## src/rtl/mux_scan_if.sv

```systemverilog
// Handshake and mux-side signals between the scan sequencer and its consumer/bench.
interface mux_scan_if;
  logic       start;
  logic       cont;
  logic       stop;
  logic [7:0] ch_mask;
  logic       f_in;
  logic [2:0] sel;
  logic       g_n;
  logic       busy;
  logic [7:0] data_out;
  logic       data_valid;
  logic       changed;

  modport master (
    output start, cont, stop, ch_mask, f_in,
    input  sel, g_n, busy, data_out, data_valid, changed
  );

  modport slave (
    input  start, cont, stop, ch_mask, f_in,
    output sel, g_n, busy, data_out, data_valid, changed
  );
endinterface

```

## src/rtl/mux_scan_ctrl.sv

```systemverilog
// Sequencer for a 74LS151-style 8:1 mux: walks enabled channels, waits SETTLE
// cycles per channel, samples F and publishes an 8-bit snapshot per sweep.
module mux_scan_ctrl #(
  parameter int SETTLE = 2
) (
  input  logic       clk,
  input  logic       rst,
  mux_scan_if.slave  bus
);
  typedef enum logic [1:0] {IDLE, SETUP, SAMPLE} state_t;

  localparam logic [3:0] CNT_LAST = 4'(SETTLE - 1);

  state_t     state, state_nxt;
  logic [3:0] cnt;
  logic [7:0] mask, shadow, snap, data_r;
  logic [2:0] sel_r, low_ch, next_ch;
  logic       low_vld, next_vld, dv_r, chg_r;

  // Lowest channel of the live input mask, used whenever a sweep (re)starts.
  always_comb begin
    low_vld = 1'b0;
    low_ch  = 3'd0;
    for (int i = 7; i >= 0; i--)
      if (bus.ch_mask[i]) begin
        low_vld = 1'b1;
        low_ch  = 3'(i);
      end
  end

  always_comb begin
    next_vld = 1'b0;
    next_ch  = 3'd0;
    for (int i = 7; i >= 0; i--)
      if (mask[i] && i > int'(sel_r)) begin
        next_vld = 1'b1;
        next_ch  = 3'(i);
      end
  end

  always_comb begin
    snap        = shadow;
    snap[sel_r] = bus.f_in;
    snap        = snap & mask;
  end

  always_ff @(posedge clk) begin
    if (rst) state <= IDLE;
    else     state <= state_nxt;
  end

  // stop outranks both a new start and sweep completion.
  always_comb begin
    state_nxt = state;
    case (state)
      IDLE:    if (bus.start && !bus.stop && low_vld) state_nxt = SETUP;
      SETUP:   if (bus.stop) state_nxt = IDLE;
               else if (cnt == CNT_LAST) state_nxt = SAMPLE;
      SAMPLE:  if (bus.stop) state_nxt = IDLE;
               else if (next_vld || (bus.cont && low_vld)) state_nxt = SETUP;
               else state_nxt = IDLE;
      default: state_nxt = IDLE;
    endcase
  end

  always_ff @(posedge clk) begin
    if (rst) begin
      cnt    <= '0;
      mask   <= '0;
      shadow <= '0;
      sel_r  <= '0;
      data_r <= '0;
      dv_r   <= 1'b0;
      chg_r  <= 1'b0;
    end else begin
      dv_r  <= 1'b0;
      chg_r <= 1'b0;
      case (state)
        IDLE: if (state_nxt == SETUP) begin
          mask   <= bus.ch_mask;
          sel_r  <= low_ch;
          cnt    <= '0;
          shadow <= '0;
        end
        SETUP: cnt <= cnt + 4'd1;
        SAMPLE: if (!bus.stop) begin
          shadow[sel_r] <= bus.f_in;
          if (next_vld) begin
            sel_r <= next_ch;
            cnt   <= '0;
          end else begin
            data_r <= snap;
            dv_r   <= 1'b1;
            chg_r  <= (snap != data_r);
            if (state_nxt == SETUP) begin
              mask   <= bus.ch_mask;
              sel_r  <= low_ch;
              cnt    <= '0;
              shadow <= '0;
            end
          end
        end
        default: ;
      endcase
      if (state_nxt == IDLE) sel_r <= '0;
    end
  end

  always_comb begin
    bus.g_n        = (state == IDLE);
    bus.busy       = (state != IDLE);
    bus.sel        = sel_r;
    bus.data_out   = data_r;
    bus.data_valid = dv_r;
    bus.changed    = chg_r;
  end
endmodule

```

## src/flat_wrapper.sv

```systemverilog
// flat-port wrapper written by rule: the top's interface ports become plain ports
module mux_scan_ctrl_flat 
#(
  parameter int SETTLE = 2
)
  (clk, rst, bus_start, bus_cont, bus_stop, bus_ch_mask, bus_f_in, bus_sel, bus_g_n, bus_busy, bus_data_out, bus_data_valid, bus_changed);
  mux_scan_if bus_i ();
  input  logic clk;
  input  logic rst;
  input wire logic [$bits(bus_i.start)-1:0] bus_start;
  input wire logic [$bits(bus_i.cont)-1:0] bus_cont;
  input wire logic [$bits(bus_i.stop)-1:0] bus_stop;
  input wire logic [$bits(bus_i.ch_mask)-1:0] bus_ch_mask;
  input wire logic [$bits(bus_i.f_in)-1:0] bus_f_in;
  output wire logic [$bits(bus_i.sel)-1:0] bus_sel;
  output wire logic [$bits(bus_i.g_n)-1:0] bus_g_n;
  output wire logic [$bits(bus_i.busy)-1:0] bus_busy;
  output wire logic [$bits(bus_i.data_out)-1:0] bus_data_out;
  output wire logic [$bits(bus_i.data_valid)-1:0] bus_data_valid;
  output wire logic [$bits(bus_i.changed)-1:0] bus_changed;
  assign bus_i.start = bus_start;
  assign bus_i.cont = bus_cont;
  assign bus_i.stop = bus_stop;
  assign bus_i.ch_mask = bus_ch_mask;
  assign bus_i.f_in = bus_f_in;
  assign bus_sel = bus_i.sel;
  assign bus_g_n = bus_i.g_n;
  assign bus_busy = bus_i.busy;
  assign bus_data_out = bus_i.data_out;
  assign bus_data_valid = bus_i.data_valid;
  assign bus_changed = bus_i.changed;
  mux_scan_ctrl #(.SETTLE(SETTLE)) u_core (.clk(clk), .rst(rst), .bus(bus_i));
endmodule
```

## config.mk

```make
export PLATFORM = sky130hd
export DESIGN_NAME = mux_scan_ctrl_flat
export DESIGN_NICKNAME = d
export VERILOG_FILES = /design/src/rtl/mux_scan_if.sv /design/src/rtl/mux_scan_ctrl.sv /design/src/flat_wrapper.sv
export SDC_FILE = /design/constraint.sdc
export NUM_CORES = 1
export LEC_CHECK = 0
export ABC_AREA = 1
export CAP_MARGIN = 30
export CORE_ASPECT_RATIO = 0.8
export CORE_UTILIZATION = 29
export CTS_CLUSTER_DIAMETER = 60
export DETAILED_ROUTE_END_ITERATION = 7
export SLEW_MARGIN = 20
export SYNTH_ARGS = -nofsm -noshare
export SYNTH_HDL_FRONTEND = slang
export SYNTH_SLANG_ARGS = --single-unit
```

## constraint.sdc

```tcl
create_clock -name clk -period 1.82 [get_ports clk]
set_input_delay 0.364 -clock clk [delete_from_list [all_inputs] [get_ports clk]]
set_output_delay 0.364 -clock clk [all_outputs]
set_load 0.03 [all_outputs]
```

Yosys cells after proc, flatten, opt, wreduce, memory -nomap -nowiden

Cells that the tools add are included.

Equal/unequal tests: 8
Bitwise operators: 4
$add $sub $neg: 1
$lt $le $gt $ge: 9
Divide/modulo/power cells: 0
Mux-type cells: 57
Shifts and indexed selects: 0
Multiply operators: 0
Reduce and logical (&&, ||, !) cells: 26

Operators with widths:

| cell                                                                           | number |
|---|---|
| 8-bit 2-to-1 mux                                                               | 7 |
| 3-bit 2-to-1 mux                                                               | 18 |
| 8-bit one-hot mux with 2 select lines                                          | 2 |
| 1-bit 2-to-1 mux                                                               | 18 |
| 3-bit greater-than comparator, first input constant                            | 4 |
| 4-bit 2-to-1 mux                                                               | 3 |
| 4-bit one-hot mux with 3 select lines                                          | 1 |
| 1-bit logical AND                                                              | 11 |
| 3-bit AND reduction                                                            | 3 |
| 8-bit AND                                                                      | 1 |
| 8-bit bitwise mux                                                              | 1 |
| 2-bit 2-to-1 mux                                                               | 4 |
| 8-bit != test                                                                  | 1 |
| 2-bit by 3-bit greater-than comparator with 1-bit output, first input constant | 2 |
| 2-bit one-hot mux with 3 select lines                                          | 1 |
| 3-bit one-hot mux with 2 select lines                                          | 1 |
| 4-bit by 1-bit adder with 4-bit output, second input constant                  | 1 |
| 2-bit by 1-bit == test with 1-bit output, second input constant                | 2 |
| 4-bit by 1-bit == test with 1-bit output, second input constant                | 1 |
| 2-bit zero test                                                                | 2 |
| 3-bit by 4-bit < comparator with 1-bit output, second input constant           | 1 |
| 2-bit != test, second input constant                                           | 2 |
| 2-bit AND reduction                                                            | 2 |
| 2-bit nonzero test                                                             | 2 |
| 12 further kinds                                                               | 14 |

Logic and storage cells: 113
Bits of input ports: 14
Memory bits (writable): 0
Bits in latches: 0
Output and inout port bits: 15
Memories kept: 0
Bits in read-only memories: 0
Register bits: 35

Depth between registers and ports, before layout

Gate-level depths: netlist of the first run.

Depth in word-level cells: 18
Mapped depth: 15
Depth with buffers taken out: 14

Worst setup path before layout of the first run

OpenSTA, ideal clock, no wires.

Path type: flip-flop to flip-flop
Start point: reg u_core.state[0]
End point: reg u_core.shadow[3]
Path buffers: 0
Slack: -225 ps
Setup time: 113 ps
Data required time: 1707 ps
Stages on the path, launching flop included: 12
Data arrival time: 1932 ps
Path through: dfxtp_1 inv_1 ha_1 inv_1 nand2_1 nand2_1 nand2_4 nand2_4 a21oi_4 nand2_1 nand2_1 nor2_1

RTL lines:

| what                                     | line                                     | source |
|---|---|---|
| from (decl)                              | mux_scan_ctrl.sv:14                      | `state_t state, state_nxt;` |
| from (signal assigned)                   | mux_scan_ctrl.sv:49                      | `else state <= state_nxt;` |
| 2-bit zero test *                        | n/a                                      |  |
| via bus_g_n                              | flat_wrapper.sv:16                       | `output wire logic [$bits(bus_i.g_n)-1:0] bus_g_n;` |
| 2-bit one-hot mux with 3 select lines    | mux_scan_ctrl.sv:55                      | `case (state)` |
| 2-bit by 1-bit == test with 1-bit output | mux_scan_ctrl.sv:79, mux_scan_ctrl.sv:95 |  |
| 8-bit 2-to-1 mux                         | mux_scan_ctrl.sv:95                      | `if (state_nxt == SETUP) begin` |
| 8-bit 2-to-1 mux                         | mux_scan_ctrl.sv:88                      | `if (next_vld) begin` |
| 8-bit 2-to-1 mux                         | mux_scan_ctrl.sv:86                      | `SAMPLE: if (!bus.stop) begin` |
| 8-bit one-hot mux with 2 select lines    | mux_scan_ctrl.sv:78                      | `case (state)` |
| to (signal, indexed assignment)          | mux_scan_ctrl.sv:87                      | `shadow[sel_r] <= bus.f_in;` |
| to (decl)                                | mux_scan_ctrl.sv:16                      | `logic [7:0] mask, shadow, snap, data_r;` |

Mark *: on every way through the listed nets, which the timed path passes. The rest lies on a longest branch. The select of a mux whose other input is x is not followed.
A chain may end at the register's enable or synchronous reset.

Worst setup path after layout of the first run

Start point: reg u_core.sel_r[2], in the netlist u_core.bus.sel[2]
End point: reg u_core.sel_r[0], in the netlist u_core.bus.sel[0]

Word-level cells in the longest chain between the ends: 18

RTL lines:

| what                                     | line                                     | source |
|---|---|---|
| from (decl)                              | mux_scan_ctrl.sv:17                      | `logic [2:0] sel_r, low_ch, next_ch;` |
| from (signal assigned)                   | mux_scan_ctrl.sv:81                      | `sel_r <= low_ch;` |
| from (signal assigned)                   | mux_scan_ctrl.sv:89                      | `sel_r <= next_ch;` |
| from (signal assigned)                   | mux_scan_ctrl.sv:97                      | `sel_r <= low_ch;` |
| 3-bit greater-than comparator            | mux_scan_ctrl.sv:35                      | `if (mask[i] && i > int'(sel_r)) begin` |
| 1-bit logical AND                        | mux_scan_ctrl.sv:35                      |  |
| 1-bit 2-to-1 mux (7 in series)           | mux_scan_ctrl.sv:35                      |  |
| 1-bit logical OR                         | mux_scan_ctrl.sv:60                      | `else if (next_vld \|\| (bus.cont && low_vld)) state_nxt = SETUP;` |
| 1-bit 2-to-1 mux                         | mux_scan_ctrl.sv:60                      |  |
| 2-bit 2-to-1 mux                         | mux_scan_ctrl.sv:59                      | `SAMPLE: if (bus.stop) state_nxt = IDLE;` |
| 2-bit one-hot mux with 3 select lines    | mux_scan_ctrl.sv:55                      |  |
| 2-bit by 1-bit == test with 1-bit output | mux_scan_ctrl.sv:79, mux_scan_ctrl.sv:95 |  |
| 3-bit 2-to-1 mux                         | n/a                                      |  |
| 3-bit 2-to-1 mux                         | mux_scan_ctrl.sv:88                      |  |
| 3-bit 2-to-1 mux                         | mux_scan_ctrl.sv:86                      |  |
| 3-bit one-hot mux with 2 select lines    | mux_scan_ctrl.sv:78                      |  |

Several ways; a longest one is shown, not always the timed one. The select of a mux whose other input is x is not followed.

==> results by group, run 1 <==
Run status
  – Outcome: finished, violations left
  – Violated checks: setup timing

Clock network
  – CTS H-tree lvls: 2
  – CTS tree: built
  – Clock latency on the worst-skew pair: 0.30 ns
  – Num CTS Buffers: 5
  – Clock buffer depth: 2
  – CTS clk-pin slew, worst paths: 0.08 ns
  – Root Buffer: clkbuf_8
  – Hold buffers post-CTS: 0
  – Clock sinks: 35

Floorplan
  – Num rows: 28
  – Initial core utilization: 0.306
  – IO Pins: 29
  – Total die area: 8300 um^2
  – Die Ht: 81.7 um
  – Core box area: 7530 um^2
  – Die X: 102 um

Detailed routing
  – DRT iter0 DRCs: 58
  – DR pass1 iterations: 4
  – ANT nets after route: 0
  – Vias/cell: 4.54
  – WL final: 6160 um
  – DRC viols: 0
  – Wire per inst: 11.8 um
  – Routed vias: 2367

Finish
  – Final-stage net count: 435
  – Design area: 3310 um^2
  – Layout area overhead: 43.8%
  – Diodes inserted: 0
  – Share of layout cells above drive strength 1: 0.356
  – Fin cells: 521

Synthesis
  – Synth area leaders: dfxtp_1 30%, nand2_1 12%, inv_1 5.7%, a21oi_1 5.7%, nor2_1 5.2%
  – Count of cell types in the netlist: 35
  – Mapped Cells: 327
  – Synth area leader: dfxtp_1
  – Post-Syn Nets: 347
  – Sequential area share after synthesis: 0.304
  – Post-synthesis async set-or-reset flop share: 0
  – Top FF cell, synth: dfxtp_1
  – Area share of the largest cell type after synthesis: 0.304
  – EDFF count, synth: 0
  – Post-synth design cell area: 2300 um^2
  – FF+latch count, synth: 35
  – Avg Cell Area, Syn: 7.04 um^2
  – Yosys Warn Count: 0

Placed design
  – # port buffers: 28
  – Dpl hpwl: 4840 um
  – Placed instance area: 3040 um^2
  – DP Worst Slack: -0.371 ns
  – Final GP Congestion: 0.827
  – Placed Cells: 502

Run
  – Max Cap Violations: 0

STA
  – TNS Setup: -0.0443 ns
  – Final period utilization: 1.01
  – Tmin final: 1.84 ns
  – Final Hold Violating Endpoints: 0
  – Unrepaired setup endpoints after global routing: true
  – Worst Tran Pin Value: 0.447 ns
  – Slew headroom: 0.702
  – Final setup margin: -0.0219 ns
  – Max Fclk: 543 MHz
  – Clock Skew: 0.00453 ns
  – Max-slew violations: 0
  – Final setup vio count: 5

Power and ir drop
  – Flop pwr share: 0.403
  – Switch share: 0.340
  – Gate power share: 0.318
  – Net Sw Power: 0.706 mW
  – Worst vdd ir: 319 uV
  – Tot Pwr: 2.07 mW
  – Static leakage: 1.42 nW
  – PwrDens: 626 nW/um^2
  – Clock share of power: 0.279
  – Int Pwr: 1.37 mW

Setup path
  – Crit-path max FO: 5
  – CP Class: flip-flop to flip-flop
  – Arr. time, crit path: 2.03 ns
  – Crit path launch type: flip-flop
  – CP required: 2.00 ns
  – R2R cell count: 15
  – Worst setup EP type: flip-flop

GRT
  – Vias in the first global route: 2220
  – Pin count of the biggest net entering global routing: 14
  – GRT Overall Usage: 0.155
  – First-pass GRT wire length: 10000 um
  – GRT overflow: 0
  – Initial antenna violation count: 0

Hold path
  – Hold Crit Depth: 2
  – Hold Crit Class: flip-flop to flip-flop
## critical path, stage by stage, from the launching register on
cell,delay (ns)
dfxtp_4,0.37
buf_6,0.12
nor2_4,0.16
nand2_4,0.08
nor2_4,0.15
nor2_4,0.06
nand3_2,0.06
nand2_2,0.06
nand2_4,0.10
nand2_4,0.08
buf_4,0.14
buf_4,0.13
nand2_1,0.05
nand3_1,0.06
nand2_1,0.06
a21oi_1,0.06
## kinds of logic (layout without fill, tap and decap cells)
| group | count (synthesis) | in the layout | share of synthesized area |
|---|---|---|---|
| compound gates | 65 | 65 | 0.177 |
| xor+xnor | 7 | 7 | 0.0266 |
| fa+ha+maj | 6 | 6 | 0.0326 |
| buf+inv | 47 | 136 | 0.0918 |
| flops | 35 | 35 | 0.304 |
| simple gates | 167 | 167 | 0.368 |
## area by class of cell
cell class	instances	area (um^2)
clock buffers	5	68.8
clock inverters	3	20.0
fillers	782	4220
inverters	40	153
multi-input cells	245	1490
flip-flops and latches	35	711
well taps	105	131
repair buffers	88	742
## layer usage
| metal | GRT usage | part of all wire | wire length, um |
|---|---|---|---|
| met1 | 0.198 | 0.48 | 2970 |
| met2 | 0.261 | 0.45 | 2800 |
| met3 | 0.0426 | 0.050 | 309 |
| met4 | 0.0333 | 0.014 | 87 |
| met5 | 0 | 0 | 0 |
## worst paths after layout
kind,start,end,slack [ns]
worst max register to register,u_core.bus.sel[2]$_SDFFE_PP0P_,u_core.bus.sel[0]$_SDFFE_PP0P_,-0.02
worst min register to register,u_core.mask[0]$_SDFFE_PP0P_,u_core.mask[0]$_SDFFE_PP0P_,0.47
worst min-delay path,u_core.mask[0]$_SDFFE_PP0P_,u_core.mask[0]$_SDFFE_PP0P_,0.47
worst max-delay path,u_core.bus.sel[2]$_SDFFE_PP0P_,u_core.bus.sel[0]$_SDFFE_PP0P_,-0.02
## power by group through the flow
stage	clock network (mW)	logic (mW)	registers, mW
finish	0.579	0.660	0.835
global route	0.635	0.724	0.839
CTS	0.601	0.594	0.837
detailed placement	0	0.582	0.855
global placement	0	0.578	0.854
floorplan	0	0.367	0.851
## synth_stat cells (all sizes together) (5+ instances only)
cell type	count
xor2	5
nand4	6
nand2	89
dfxtp	35
inv	39
o21ai	22
nand3	26
nor2	41
a21oi	35
buf	5
ha	6
## timing repair
item                                    CTS  global route
endpoints found under the setup margin   13            30
pin swaps                                 6            28
setup buffers                             2             9
resized for setup                        12            31
## cell usage in the layout (no fill, tap or decap), types with 14 or more instances in the layout
master,n
nand2_1,66
nand3_1,18
clkdlybuf4s50_1,20
o21ai_0,14
dfxtp_1,31
a21oi_1,26
buf_4,58
inv_1,33
nor2_1,26
nand2_2,17
## registers in the layout, summed over array words and instances, names as in the netlist
signal	count
u_core.bus.data_valid	1
u_core.mask	8
u_core.bus.sel	3
u_core.state	2
u_core.shadow	8
u_core.cnt	4
u_core.bus.data_out	8
u_core.bus.changed	1
## per-stage QoR
stage | hold WS (ns) | utilization
CTS | 0.474 | 0.419
detailed placement | 0.462 | 0.403
global route | 0.488 | 0.440
finish | 0.467 | 0.440
global placement | 0.460 | 0.403
floorplan | 0.430 | -
Note: power is estimated with default switching activity, not from simulation.
==> run 2, diff against run 1 <==
--- a/config.mk
+++ b/config.mk
@@ -10,6 +10,7 @@
 export CORE_ASPECT_RATIO = 0.8
 export CORE_UTILIZATION = 29
 export CTS_CLUSTER_DIAMETER = 60
+export CTS_CLUSTER_SIZE = 30
 export DETAILED_ROUTE_END_ITERATION = 7
 export SLEW_MARGIN = 20
 export SYNTH_ARGS = -nofsm -noshare
==> results of run 2 <==
Final layout, timing and power as in run 1 (identical DEF).
